[config.mk]
export PLATFORM = sky130hd
export DESIGN_NAME = decode_stage
export DESIGN_NICKNAME = d
export VERILOG_FILES = /design/src/rtl/decode_stage.sv
export SDC_FILE = /design/constraint.sdc
export NUM_CORES = 1
export LEC_CHECK = 0
export BUFFER_PORTS_ARGS = -buffer_cell sky130_fd_sc_hd__buf_2
export CORE_MARGIN = 5
export CORE_UTILIZATION = 37
export DETAILED_ROUTE_END_ITERATION = 10
export SLEW_MARGIN = 20
export SYNTH_ARGS = -nofsm -noshare
export SYNTH_HDL_FRONTEND = slang
export SYNTH_SLANG_ARGS = --single-unit
[constraint.sdc]
create_clock -name clk -period 3.2 [get_ports clk]
set_input_delay 0.16 -clock clk [delete_from_list [all_inputs] [get_ports clk]]
set_output_delay 0.16 -clock clk [all_outputs]
set_load 0.005 [all_outputs]
[src/rtl/decode_stage.sv]
// decode_stage: registered MIPS-subset decode stage with valid/ready handshake, stall and flush.
module decode_stage #(
    parameter int XLEN = 32
) (
    input  logic            clk,
    input  logic            rst_n,
    input  logic            flush,
    input  logic            in_valid,
    output logic            in_ready,
    input  logic [31:0]     in_instr,
    input  logic [XLEN-1:0] in_pc,
    output logic            out_valid,
    input  logic            out_ready,
    output logic [5:0]      out_opcode,
    output logic [5:0]      out_funct,
    output logic [4:0]      out_rs,
    output logic [4:0]      out_rt,
    output logic [4:0]      out_shamt,
    output logic [4:0]      out_dest,
    output logic            out_reg_write,
    output logic [XLEN-1:0] out_imm,
    output logic [XLEN-1:0] out_target,
    output logic [2:0]      out_class,
    output logic            out_illegal,
    output logic [XLEN-1:0] out_pc
);
    typedef struct packed {
        logic [5:0]      opcode;
        logic [5:0]      funct;
        logic [4:0]      rs;
        logic [4:0]      rt;
        logic [4:0]      shamt;
        logic [4:0]      dest;
        logic            reg_write;
        logic [XLEN-1:0] imm;
        logic [XLEN-1:0] target;
        logic [2:0]      cls;
        logic [XLEN-1:0] pc;
    } payload_t;

    payload_t        dec, pl_d, pl_q;
    logic            valid_d, valid_q, in_xfer, out_xfer, fn_ok;
    logic [5:0]      op, fn;
    logic [XLEN-1:0] sext, zext, pc4;

    assign op       = in_instr[31:26];
    assign fn       = in_instr[5:0];
    assign fn_ok    = fn inside {6'h00, 6'h02, 6'h03, 6'h08, [6'h20:6'h27], 6'h2A, 6'h2B};
    assign sext     = {{(XLEN-16){in_instr[15]}}, in_instr[15:0]};
    assign zext     = {{(XLEN-16){1'b0}}, in_instr[15:0]};
    assign pc4      = in_pc + XLEN'(4);
    assign in_ready = !valid_q || out_ready;
    assign in_xfer  = in_valid && in_ready;
    assign out_xfer = valid_q && out_ready;

    always_comb begin
        dec           = '0;
        dec.opcode    = op;
        dec.funct     = fn;
        dec.rs        = in_instr[25:21];
        dec.rt        = in_instr[20:16];
        dec.shamt     = in_instr[10:6];
        dec.pc        = in_pc;
        dec.cls       = op == 6'h00 ? (fn_ok ? (fn == 6'h08 ? 3'd5 : 3'd0) : 3'd7) :
                        (op == 6'h02 || op == 6'h03) ? 3'd5 :
                        (op == 6'h04 || op == 6'h05) ? 3'd4 :
                        op[5:3] == 3'b001 ? 3'd1 :
                        op == 6'h23 ? 3'd2 :
                        op == 6'h2B ? 3'd3 : 3'd7;
        // LUI: sext already replicates bit 15 upward, so shifting it left yields sign extension from bit 31
        dec.imm       = dec.cls == 3'd7 ? '0 :
                        op inside {6'h0C, 6'h0D, 6'h0E} ? zext :
                        op == 6'h0F ? sext << 16 : sext;
        dec.target    = dec.cls == 3'd4 ? pc4 + (sext << 2) :
                        (op == 6'h02 || op == 6'h03) ? {pc4[XLEN-1:28], in_instr[25:0], 2'b00} : '0;
        dec.dest      = dec.cls == 3'd0 ? in_instr[15:11] :
                        (dec.cls == 3'd1 || dec.cls == 3'd2) ? in_instr[20:16] :
                        op == 6'h03 ? 5'd31 : 5'd0;
        dec.reg_write = dec.dest != 5'd0;
        valid_d       = flush ? 1'b0 : in_xfer ? 1'b1 : out_xfer ? 1'b0 : valid_q;
        pl_d          = (in_xfer && !flush) ? dec : pl_q;
    end

    always_ff @(posedge clk or negedge rst_n) begin
        if (!rst_n) begin
            valid_q <= 1'b0;
            pl_q    <= '0;
        end else begin
            valid_q <= valid_d;
            pl_q    <= pl_d;
        end
    end

    assign out_valid     = valid_q;
    assign out_opcode    = pl_q.opcode;
    assign out_funct     = pl_q.funct;
    assign out_rs        = pl_q.rs;
    assign out_rt        = pl_q.rt;
    assign out_shamt     = pl_q.shamt;
    assign out_dest      = pl_q.dest;
    assign out_reg_write = pl_q.reg_write;
    assign out_imm       = pl_q.imm;
    assign out_target    = pl_q.target;
    assign out_class     = pl_q.cls;
    assign out_illegal   = &pl_q.cls;
    assign out_pc        = pl_q.pc;
endmodule

Word level (Yosys, flattened, before mapping)
Cells that the tools add are included.

cells by class
  add/sub/neg operators = 2
  $lt $le $gt $ge = 2
  eq/ne operators = 20
  mux-type cells = 19
  reductions and logical operators = 18

operators by type and width
  kind                                                                   number
  32-bit two-way mux                                                     4
  32-bit by 3-bit adder with 32-bit output, second input constant        1
  32-bit adder                                                           1
  31-bit two-way mux                                                     1
  6-bit by 4-bit equality test with 1-bit output, second input constant  5
  6-bit by 2-bit equality test with 1-bit output, second input constant  4
  6-bit equality test, second input constant                             4
  3-bit two-way mux                                                      8
  5-bit two-way mux                                                      3
  6-bit by 3-bit equality test with 1-bit output, second input constant  2
  6-bit logical NOT                                                      2
  7-bit nonzero test                                                     1
  3-bit by 1-bit equality test with 1-bit output, second input constant  2
  3-bit equality test, second input constant                             2
  6-bit >= comparator, second input constant                             1
  6-bit <= comparator, second input constant                             1
  3-bit nonzero test                                                     2
  5-bit nonzero test                                                     1
  1-bit logical AND                                                      4
  1-bit logical OR                                                       4
  3-bit by 2-bit equality test with 1-bit output, second input constant  1
  3-bit logical NOT                                                      1
  1-bit two-way mux                                                      3
  3-bit AND reduction                                                    1
  1-bit logical NOT                                                      2

word-level totals
  register bits = 133
  bits of input ports = 69
  output and inout bits = 135
  word-level logic and storage cells = 73

Longest topological paths before layout
Gate-level depths: netlist (run 1).

  depth in word-level cells = 12
  gate-level depth with buffers = 16

Worst setup path after synthesis (run 1)
No wires, ideal clock.

  path type = input to register
  start = input in_pc[9]
  end = register pl_q, in the netlist out_target[28]
  arrival = 2.913 ns
  required time = 3.059 ns
  setup slack = 0.146 ns
  stages on the path = 14
  cells stage by stage = and4_4 -> nand4_4 -> or3_4 -> nor2_1 -> nand2_1 -> xnor2_1 -> ha_1 -> a21oi_1 -> o211ai_1 -> and2_1 -> a211o_1 -> a221oi_2 -> xor2_1 -> o221ai_1

between the ends
  word-level cells in the longest chain between the ends = 3

ends and longest elaborated chain
  what                                                line    text
  from (decl)                                         11      input logic [XLEN-1:0] in_pc,
  32-bit by 3-bit adder with 32-bit output (*)        51      assign pc4 = in_pc + XLEN'(4);
  32-bit adder or 32-bit two-way mux (tied branches)  74, 75
  32-bit two-way mux (*)                              74      dec.target = dec.cls == 3'd4 ? pc4 + (sext << 2) :
  to (signal assigned)                                90      pl_q <= pl_d;
  to (decl)                                           41      payload_t dec, pl_d, pl_q;

Every way passes the cells marked *; elsewhere a longest branch is shown, timed or not.
A chain may end at the register's enable or synchronous reset.

Final worst setup path (run 1)
  start = input in_pc[21]
  end = register pl_q, in the netlist out_target[30]

Same word-level chain as after synthesis.

==> run_results.csv, run 1 <==
group,metric,value,unit
detailed_routing,routed_wirelength,24400,um
synth,synth_edf_count,0,
die,ios,204,
detailed_routing,drt_first_pass_iters,4,
finish,antenna_cells,0,
place,numPortBuffers,203,
power_and_ir_drop,clkPwrFrac,0.378,
synth,yosysSeqAreaShare,0.443,
timing,whs,0.0123,ns
synth,synth_fp_nets,947,
finish,layout_commonest_cell,"nand2_1",
place,dp_hpwl,18100,um
power_and_ir_drop,p_sw_frac,0.316,
clocking,cts_tree,"yes",
finish,final_cell_mix,"nand2_1, buf_2, dfrtp_1",
detailed_routing,routedWlPerCell,17.3,um
timing,worstMarginPinSlew,0.732,ns
setup_path,critical_path.top_delay_family,"compound AO/OA/AOI/OAI gates",
timing,fin_crit,2.99,ns
status,status,"finished, final reports clean",
clocking,clock-sinks,133,
timing,layout_worst_path_cycle_share,0.935,
setup_path,critPathSlowestCell,"dlygate4sd3_1",
synth,synth_fa_ha_area_frac,0.0526,
power_and_ir_drop,p_int,3.56,mW
clocking,clkSlewWorstSetupHoldPaths,0.07,ns
global_routing,grt_pass1_wl,39600,um
global_routing,grt-ovfl-total,0,
power_and_ir_drop,p_seq_frac,0.388,
synth,syn_area,7510,um^2
finish,final_net_count,1231,
place,gp_congestion,0.886,
synth,async_reset_ff_frac,1.00,
global_routing,track_usage,0.209,
die,core_area,20100,um^2
timing,setup_tns,0,ns
clocking,cts_buffers,17,
timing,fin_ws,0.209,ns
synth,synthSimpleGateAreaFrac,0.232,
synth,syn-instance-count,847,
synth,yosys.area.top_type,"dfrtp_1",
synth,avgSynthCellArea,8.87,um^2
setup_path,cp_cell_sequence,"dlygate4sd3_1 -> buf_2 -> nand4_1 -> nor4_4 -> xor2_1 -> ha_1 -> a21o_1 -> a21o_1 -> a21o_1 -> a21o_1 -> o21a_1 -> a41oi_1 -> mux2i_1 -> o221ai_1",
synth,synth.ff_latch_count,133,
setup_path,startpoint_type,"primary input",
die,die-area,23300,um^2
setup_path,critPathBufInv,2,
timing,max_freq,0.334,GHz
synth,ys.flop_type,"dfrtp_1",
setup_path,cp.required,3.49,ns
die,dieHeight,153,um
power_and_ir_drop,ir_drop,0.334,mV
die,chipWidth,153,um
setup_path,cp_max_fo,4,
synth,synth_warnings,0,
timing,setup_viol,0,
setup_path,critPathArrivalTime,3.28,ns
setup_path,worstSetupPathType,"in -> reg",
die,std_cell_rows,52,
power_and_ir_drop,power_density,512,nW/um^2
timing,hold_viol,0,
detailed_routing,antenna_left,0,
global_routing,grt_pass1_vias,7307,
detailed_routing,drc,0,
power_and_ir_drop,p_sw,1.64,mW
global_routing,grt_max_degree,77,
detailed_routing,drtIter0Drc,350,
detailed_routing,via_count,7203,
clocking,h-tree-depth,4,
power_and_ir_drop,leakage,5.19,nW
synth,synth_compound_area_frac,0.178,
clocking,root_buffer,"clkbuf_16",
worst_hold_path,hold_path.class,"in -> reg",
clocking,post-cts-setup-buffer-count,0,
setup_path,cpMostUsedCell,"a21o_1",
synth,synth_top_family_by_area,"simple AND/OR/NAND/NOR gates",
setup_path,slowest_delay,0.52,ns
timing,maxSlewHeadroom,0.512,
setup_path,setup.worst_path.end_class,"flop",
global_routing,antenna_found_initial,0,
timing,maxSlewViolCount,0,
synth,synth.top_cell.area_share,0.443,
timing,fin_skew,0.00677,ns
synth,yosys.area_share.xor_xnor,0.0673,
power_and_ir_drop,p_comb_frac,0.235,
finish,drive_above_1_share,0.303,
synth,synthMuxAreaShare,0.00133,
synth,synthTopCellsByArea,"dfrtp_1, nand2_1, ha_1",
detailed_routing,via_per_inst,5.09,
timing,rsz0062_at_grt,"no",
finish,syn_to_final_growth,35.1,%
clocking,clock_latency,0.43,ns
clocking,clk_path_buf_depth,2,
flow_run,max-cap-violations,0,
die,initial_core_util,0.374,
synth,synth_cell_types,69,
place,place_ws,-0.238,ns
==> timing repair <==
item,in CTS,in global routing
setup endpoints to repair,0,7
endpoints found under the hold margin,96,0
resized for setup,0,6
hold buffers,23,0
==> state kept, by name, summed over array words and instances, names as in the netlist <==
| register | flops |
|---|---|
| out_rs | 5 |
| out_valid | 1 |
| out_opcode | 6 |
| out_class | 3 |
| out_imm | 32 |
| out_pc | 32 |
| out_reg_write | 1 |
| out_funct | 6 |
| out_shamt | 5 |
| out_dest | 5 |
| out_target | 32 |
| out_rt | 5 |
==> synthesized netlist by cell type (8+ instances only) <==
library cell / n
dfrtp_1: 133
nand4_1: 9
nand3_1: 18
nor2_1: 84
a21oi_1: 36
o21ai_0: 36
inv_1: 15
a21o_1: 12
a221oi_1: 16
nand2_1: 226
xnor2_1: 33
clkbuf_1: 31
o21ai_1: 11
a22o_1: 16
a31oi_1: 8
and3_1: 11
xor2_1: 21
ha_1: 30
==> area by class of cell <==
class                   instances  area (um^2)
well taps                     270          338
clock inverters                15          158
multi-input cells             664         4030
fillers                      1933         9950
inverters                      15         56.3
flip-flops and latches        133         3330
clock buffers                  17          425
repair buffers                300         1820
==> cells by family (layout without fill, tap and decap cells) <==
| logic type | count (synthesis) | count (layout) |
|---|---|---|
| buffers and inverters | 50 | 347 |
| AOI/OAI and AO/OA | 184 | 184 |
| xor gates and xnor gates | 56 | 56 |
| adders and majority gates | 31 | 31 |
| DFF | 133 | 133 |
| and+or+nand+nor | 392 | 392 |
| muxes | 1 | 1 |
==> stage by stage <==
stage                     total power, mW  cell area (um^2)   util  cells
final                                5.20             10200  0.505   1414
after global routing                 5.50             10200  0.505   1414
after floorplan                      2.63              7510      -    847
after CTS                            5.26             10100  0.503   1414
after detailed placement             3.25              9310  0.463   1359
after global placement               3.23              9310  0.463   1359
==> routing by layer <==
layer,routed length (um),track usage,vias to the layer above,share of wire
li1,-,-,3513,-
met1,11600,0.291,3442,0.48
met2,11000,0.326,218,0.45
met3,1330,0.0466,30,0.054
met4,464,0.0662,0,0.019
met5,0,0,-,0
==> tightest hold or removal path, cell delays in order <==
cell     delay (ns)
buf_2          0.14
nand2_1        0.06
nand2_1        0.04
==> worst paths after layout <==
check                                      start                    endpoint  slack, ns  cells after the start
hold / removal                      in_instr[19]       out_rt[3]$_DFFE_PN0P_       0.01                      3
hold reg to reg            out_pc[1]$_DFFE_PN0P_       out_pc[1]$_DFFE_PN0P_       0.47                      2
setup / recovery                       in_pc[21]  out_target[30]$_DFFE_PN0P_       0.21                     14
max in group asynchronous                  rst_n      out_pc[14]$_DFFE_PN0P_       2.11                      3
setup reg to reg           out_valid$_DFFE_PN0P_     out_dest[3]$_DFFE_PN0P_       1.10                      6
min in group asynchronous                  rst_n       out_rs[0]$_DFFE_PN0P_       0.32                      2
==> power groups by stage <==
stage | sequential (mW) | combinational, mW | clock, mW
detailed placement | 2.05 | 1.21 | 0
global route | 2.04 | 1.37 | 2.09
floorplan | 2.06 | 0.573 | 0
finish | 2.02 | 1.22 | 1.96
global placement | 2.04 | 1.19 | 0
CTS | 2.02 | 1.23 | 2.01
Note: power is estimated with default switching activity, not from simulation.
==> run 2: changes to the inputs <==
--- a/config.mk
+++ b/config.mk
@@ -9,6 +9,7 @@
 export CORE_MARGIN = 5
 export CORE_UTILIZATION = 37
 export DETAILED_ROUTE_END_ITERATION = 10
+export MAX_ROUTING_LAYER = met4
 export SLEW_MARGIN = 20
 export SYNTH_ARGS = -nofsm -noshare
 export SYNTH_HDL_FRONTEND = slang
==> run_results.csv, run 2 (same netlist as run 1, synthesis figures left out) <==
group,metric,value,unit
finish,layout_commonest_cell,"nand2_1",
finish,final_util,0.505,
setup_path,critPathArrivalTime,3.27,ns
die,dieHeight,153,um
setup_path,worstReg2RegEnd,"out_dest[3]$_DFFE_PN0P_",
timing,maxSlewViolCount,0,
global_routing,grt-ovfl-total,0,
timing,worstMarginPinSlew,0.723,ns
clocking,clock-sinks,133,
place,place_ws,-0.238,ns
timing,layout_worst_path_cycle_share,0.933,
global_routing,antenna_found_initial,0,
status,status,"finished, final reports clean",
place,placed_area,9310,um^2
global_routing,grt_util_met3,0.0446,
setup_path,worstSetupPathType,"in -> reg",
timing,fin_crit,2.98,ns
worst_hold_path,hold_path.class,"in -> reg",
setup_path,r2r_slack,1.10,ns
setup_path,startpoint_type,"primary input",
global_routing,gr-usage-met1,0.292,
power_and_ir_drop,ir_drop,0.334,mV
timing,fin_ws,0.216,ns
detailed_routing,via_per_inst,5.12,
die,die-area,23300,um^2
setup_path,cp.required,3.49,ns
setup_path,setup.worst_path.end_class,"flop",
setup_path,crit_start,"in_pc[17]",
global_routing,grt_max_degree,77,
detailed_routing,routedWlPerCell,17.2,um
finish,antenna_cells,0,
die,chipWidth,153,um
detailed_routing,routed_wirelength,24300,um
global_routing,track_usage,0.215,
clocking,cts_buffers,17,
clocking,root_buffer,"clkbuf_16",
power_and_ir_drop,leakage,5.19,nW
finish,fin_area,10200,um^2
timing,setup_viol,0,
power_and_ir_drop,p_total,5.21,mW
clocking,clk_path_buf_depth,2,
flow_run,max-cap-violations,0,
setup_path,r2r_start,"out_valid$_DFFE_PN0P_",
timing,fin_skew,0.00556,ns
place,dp_hpwl,18100,um
die,std_cell_rows,52,
setup_path,cp-endpoint,"out_target[30]$_DFFE_PN0P_",
finish,drive_above_1_share,0.303,
place,gp_congestion,0.900,
clocking,h-tree-depth,4,
die,initial_core_util,0.374,
die,core_area,20100,um^2
detailed_routing,drtIter0Drc,379,
global_routing,grt_use_met2,0.326,
setup_path,reg2regPathDepth,6,
timing,setup_tns,0,ns
power_and_ir_drop,power_density,513,nW/um^2
timing,rsz0062_at_grt,"no",
timing,maxSlewHeadroom,0.518,
finish,final_net_count,1231,
detailed_routing,drc,0,
global_routing,grt_pass1_vias,7301,
finish,final_cell_mix,"nand2_1, buf_2, dfrtp_1",
clocking,clock_latency,0.42,ns
detailed_routing,antenna_left,0,
detailed_routing,via_count,7235,
die,ios,204,
timing,hold_viol,0,
global_routing,grt_pass1_wl,39600,um
setup_path,cp_max_fo,5,
detailed_routing,drt_first_pass_iters,4,
global_routing,grt_busiest_layer,"met2",
clocking,cts_tree,"yes",
clocking,post-cts-setup-buffer-count,0,
timing,max_freq,0.335,GHz
clocking,clkSlewWorstSetupHoldPaths,0.07,ns
place,numPortBuffers,203,
finish,syn_to_final_growth,35.1,%
run 2: worst min path at each step:
stage / cells past startpoint / to / slack (ns) / start
global placement: 1 / out_valid$_DFFE_PN0P_ / 0.25 / rst_n
finish: 3 / out_rt[3]$_DFFE_PN0P_ / 0.01 / in_instr[19]
floorplan: 0 / out_class[0]$_DFFE_PN0P_ / -0.14 / rst_n
detailed placement: 1 / out_valid$_DFFE_PN0P_ / 0.24 / rst_n
CTS: 3 / out_rt[3]$_DFFE_PN0P_ / 0.0005 / in_instr[19]
global route: 3 / out_opcode[0]$_DFFE_PN0P_ / 0.01 / in_instr[26]
run 2: cell type report:
type / instances / area (um^2)
fillers: 1933 / 9950
multi-input cells: 664 / 4030
flip-flops and latches: 133 / 3330
repair buffers: 300 / 1820
clock buffers: 17 / 425
well taps: 270 / 338
clock inverters: 15 / 158
inverters: 15 / 56.3
run 2: report_power, final:
| part | switching, mW | total, mW | internal, mW |
|---|---|---|---|
| sequential | 0.120 | 2.02 | 1.90 |
| combinational | 0.662 | 1.22 | 0.559 |
| clock | 0.864 | 1.97 | 1.10 |
run 2: stage by stage:
step           cells  hold slack [ns]
5_1_grt         1414           0.0119
6_report        1414           0.0133
4_1_cts         1414         0.000536
3_5_place_dp    1359            0.242
2_1_floorplan    847           -0.136
3_3_place_gp    1359            0.246
run 2: routing by layer:
| metal | wire [um] | share of wire |
|---|---|---|
| met2 | 11000 | 0.45 |
| met3 | 1380 | 0.057 |
| met4 | 484 | 0.020 |
| met5 | 0 | 0 |
| met1 | 11400 | 0.47 |
run 2: repair_timing:
action                                 in CTS  in global routing
resized for setup                           0                  6
hold buffers                               23                  0
setup endpoints to repair                   0                  7
endpoints found under the hold margin      96                  0
run 2: critical path, cell delays in order:
cell and delay [ns]:
dlygate4sd3_1 0.51, buf_2 0.15, nand3_2 0.16, or3_4 0.42, nor2_1 0.12, nand3_1 0.12, xnor2_1 0.14, ha_1 0.35
a21o_1 0.22, a21o_1 0.21, o21a_1 0.17, a41oi_1 0.20, mux2i_1 0.22, o221ai_1 0.13
==> run 3: changes to the inputs <==
--- a/config.mk
+++ b/config.mk
@@ -10,6 +10,7 @@
 export CORE_UTILIZATION = 37
 export DETAILED_ROUTE_END_ITERATION = 10
 export MAX_ROUTING_LAYER = met4
+export PLACE_DENSITY = 0.66
 export SLEW_MARGIN = 20
 export SYNTH_ARGS = -nofsm -noshare
 export SYNTH_HDL_FRONTEND = slang
==> run_results.csv, run 3 (same netlist as run 1, synthesis figures left out) <==
group,metric,value,unit
finish,layout_commonest_cell,"nand2_1",
setup_path,critical_path.top_delay_family,"compound AO/OA/AOI/OAI gates",
global_routing,track_usage,0.208,
setup_path,critPathSlowestCell,"dlygate4sd3_1",
finish,antenna_cells,0,
timing,fin_crit,3.08,ns
clocking,root_buffer,"clkbuf_16",
die,core_area,20100,um^2
setup_path,cpMostUsedCell,"a21o_1",
timing,whs,0.0105,ns
setup_path,slowest_delay,0.54,ns
timing,setup_tns,0,ns
global_routing,grt_pass1_wl,38500,um
clocking,clkSlewWorstSetupHoldPaths,0.06,ns
timing,maxSlewViolCount,0,
detailed_routing,drt-met1-wl,11300,um
power_and_ir_drop,ir_drop,0.312,mV
detailed_routing,via_count,7133,
detailed_routing,routedWlPerCell,17.0,um
timing,rsz0062_at_grt,"no",
timing,fin_ws,0.125,ns
place,place_ws,-0.217,ns
finish,final_net_count,1220,
detailed_routing,top_layer_used,"met4",
place,dp_hpwl,17500,um
finish,syn_to_final_growth,34.4,%
setup_path,reg2regPathDepth,5,
setup_path,worstSetupPathType,"in -> reg",
clocking,clk_path_buf_depth,2,
power_and_ir_drop,power_density,518,nW/um^2
place,placed_area,9260,um^2
die,dieHeight,153,um
detailed_routing,route.met3.wl,1500,um
worst_hold_path,hold_path.class,"in -> reg",
setup_path,cp.depth,14,
die,initial_core_util,0.374,
clocking,clock_latency,0.42,ns
timing,max_freq,0.325,GHz
timing,layout_worst_path_cycle_share,0.961,
detailed_routing,via_per_inst,5.08,
power_and_ir_drop,p_total,5.23,mW
setup_path,cp.required,3.48,ns
clocking,clock-sinks,133,
finish,final_util,0.502,
setup_path,cp_max_fo,4,
setup_path,cp_cell_sequence,"dlygate4sd3_1 -> buf_2 -> nand4_1 -> nor4_4 -> xor2_1 -> ha_1 -> a21o_1 -> a21o_1 -> a21o_1 -> a21o_1 -> o21a_1 -> a41oi_1 -> mux2i_1 -> o221ai_1",
timing,worstMarginPinSlew,0.884,ns
timing,fin_skew,0.00955,ns
die,chipWidth,153,um
global_routing,grt_max_degree,71,
clocking,cts_buffers,17,
worst_hold_path,holdPathStages,3,
clocking,h-tree-depth,4,
global_routing,antenna_found_initial,0,
status,status,"finished, final reports clean",
detailed_routing,routed_wirelength,23900,um
die,die-area,23300,um^2
global_routing,grt_pass1_vias,7076,
flow_run,max-cap-violations,0,
detailed_routing,drc,0,
setup_path,critPathBufInv,2,
die,ios,204,
setup_path,critPathArrivalTime,3.35,ns
timing,maxSlewHeadroom,0.409,
place,dp.cells,1349,
finish,final_cell_mix,"nand2_1, buf_2, dfrtp_1",
place,gp_congestion,0.873,
setup_path,setup.worst_path.end_class,"flop",
die,std_cell_rows,52,
finish,multi_input_comb_area,4020,um^2
detailed_routing,drtIter0Drc,367,
detailed_routing,wl_met2,10700,um
timing,setup_viol,0,
timing,hold_viol,0,
place,numPortBuffers,203,
detailed_routing,drt_first_pass_iters,5,
global_routing,grt-ovfl-total,0,
finish,fillers,1933,
finish,ff_latch_area,3330,um^2
finish,final_cells,1403,
clocking,cts_tree,"yes",
finish,fin_area,10100,um^2
detailed_routing,antenna_left,0,
setup_path,startpoint_type,"primary input",
finish,drive_above_1_share,0.296,
power_and_ir_drop,leakage,5.16,nW
-- run 3: power by group --
group          internal, mW  switching, mW  leakage, nW
Sequential             1.90          0.122         1.68
Combinational         0.551          0.653         3.19
Clock                  1.17          0.838        0.286
Total                  3.62           1.61         5.16
-- run 3: worst register-to-register path, stage by stage, from the launching register on --
cell      delay (ns)
dfrtp_1         0.37
nor2b_1         0.18
inv_1           0.08
nand3b_1        0.59
a21oi_1         0.66
a31oi_1         0.15
-- run 3: timing repair --
item / CTS / global route
resized for setup: 0 / 5
buffers inserted: 0 / 0
hold buffers: 22 / 0
endpoints found under the hold margin: 87 / 0
endpoints found under the setup margin: 0 / 8
-- run 3: final timing paths --
path / slack (ns) / endpoint / startpoint
min in group asynchronous: 0.29 / out_imm[18]$_DFFE_PN0P_ / rst_n
min: 0.01 / out_pc[0]$_DFFE_PN0P_ / in_pc[0]
max: 0.12 / out_target[30]$_DFFE_PN0P_ / in_pc[21]
min reg2reg: 0.47 / out_shamt[3]$_DFFE_PN0P_ / out_shamt[3]$_DFFE_PN0P_
max reg2reg: 1.02 / out_dest[4]$_DFFE_PN0P_ / out_valid$_DFFE_PN0P_
max in group asynchronous: 2.05 / out_pc[24]$_DFFE_PN0P_ / rst_n
-- run 3: layout make-up --
class / count / share of cell area
inverters: 15 / 0.00558
well taps: 270 / 0.0335
flip-flops and latches: 133 / 0.330
clock buffers: 18 / 0.0425
clock inverters: 14 / 0.0162
repair buffers: 289 / 0.174
multi-input cells: 664 / 0.398
-- run 3: metal layers --
layer | vias to the layer above | GRT usage
li1 | 3490 | -
met1 | 3382 | 0.288
met2 | 242 | 0.316
met3 | 19 | 0.0437
met4 | 0 | 0.0513
met5 | - | -
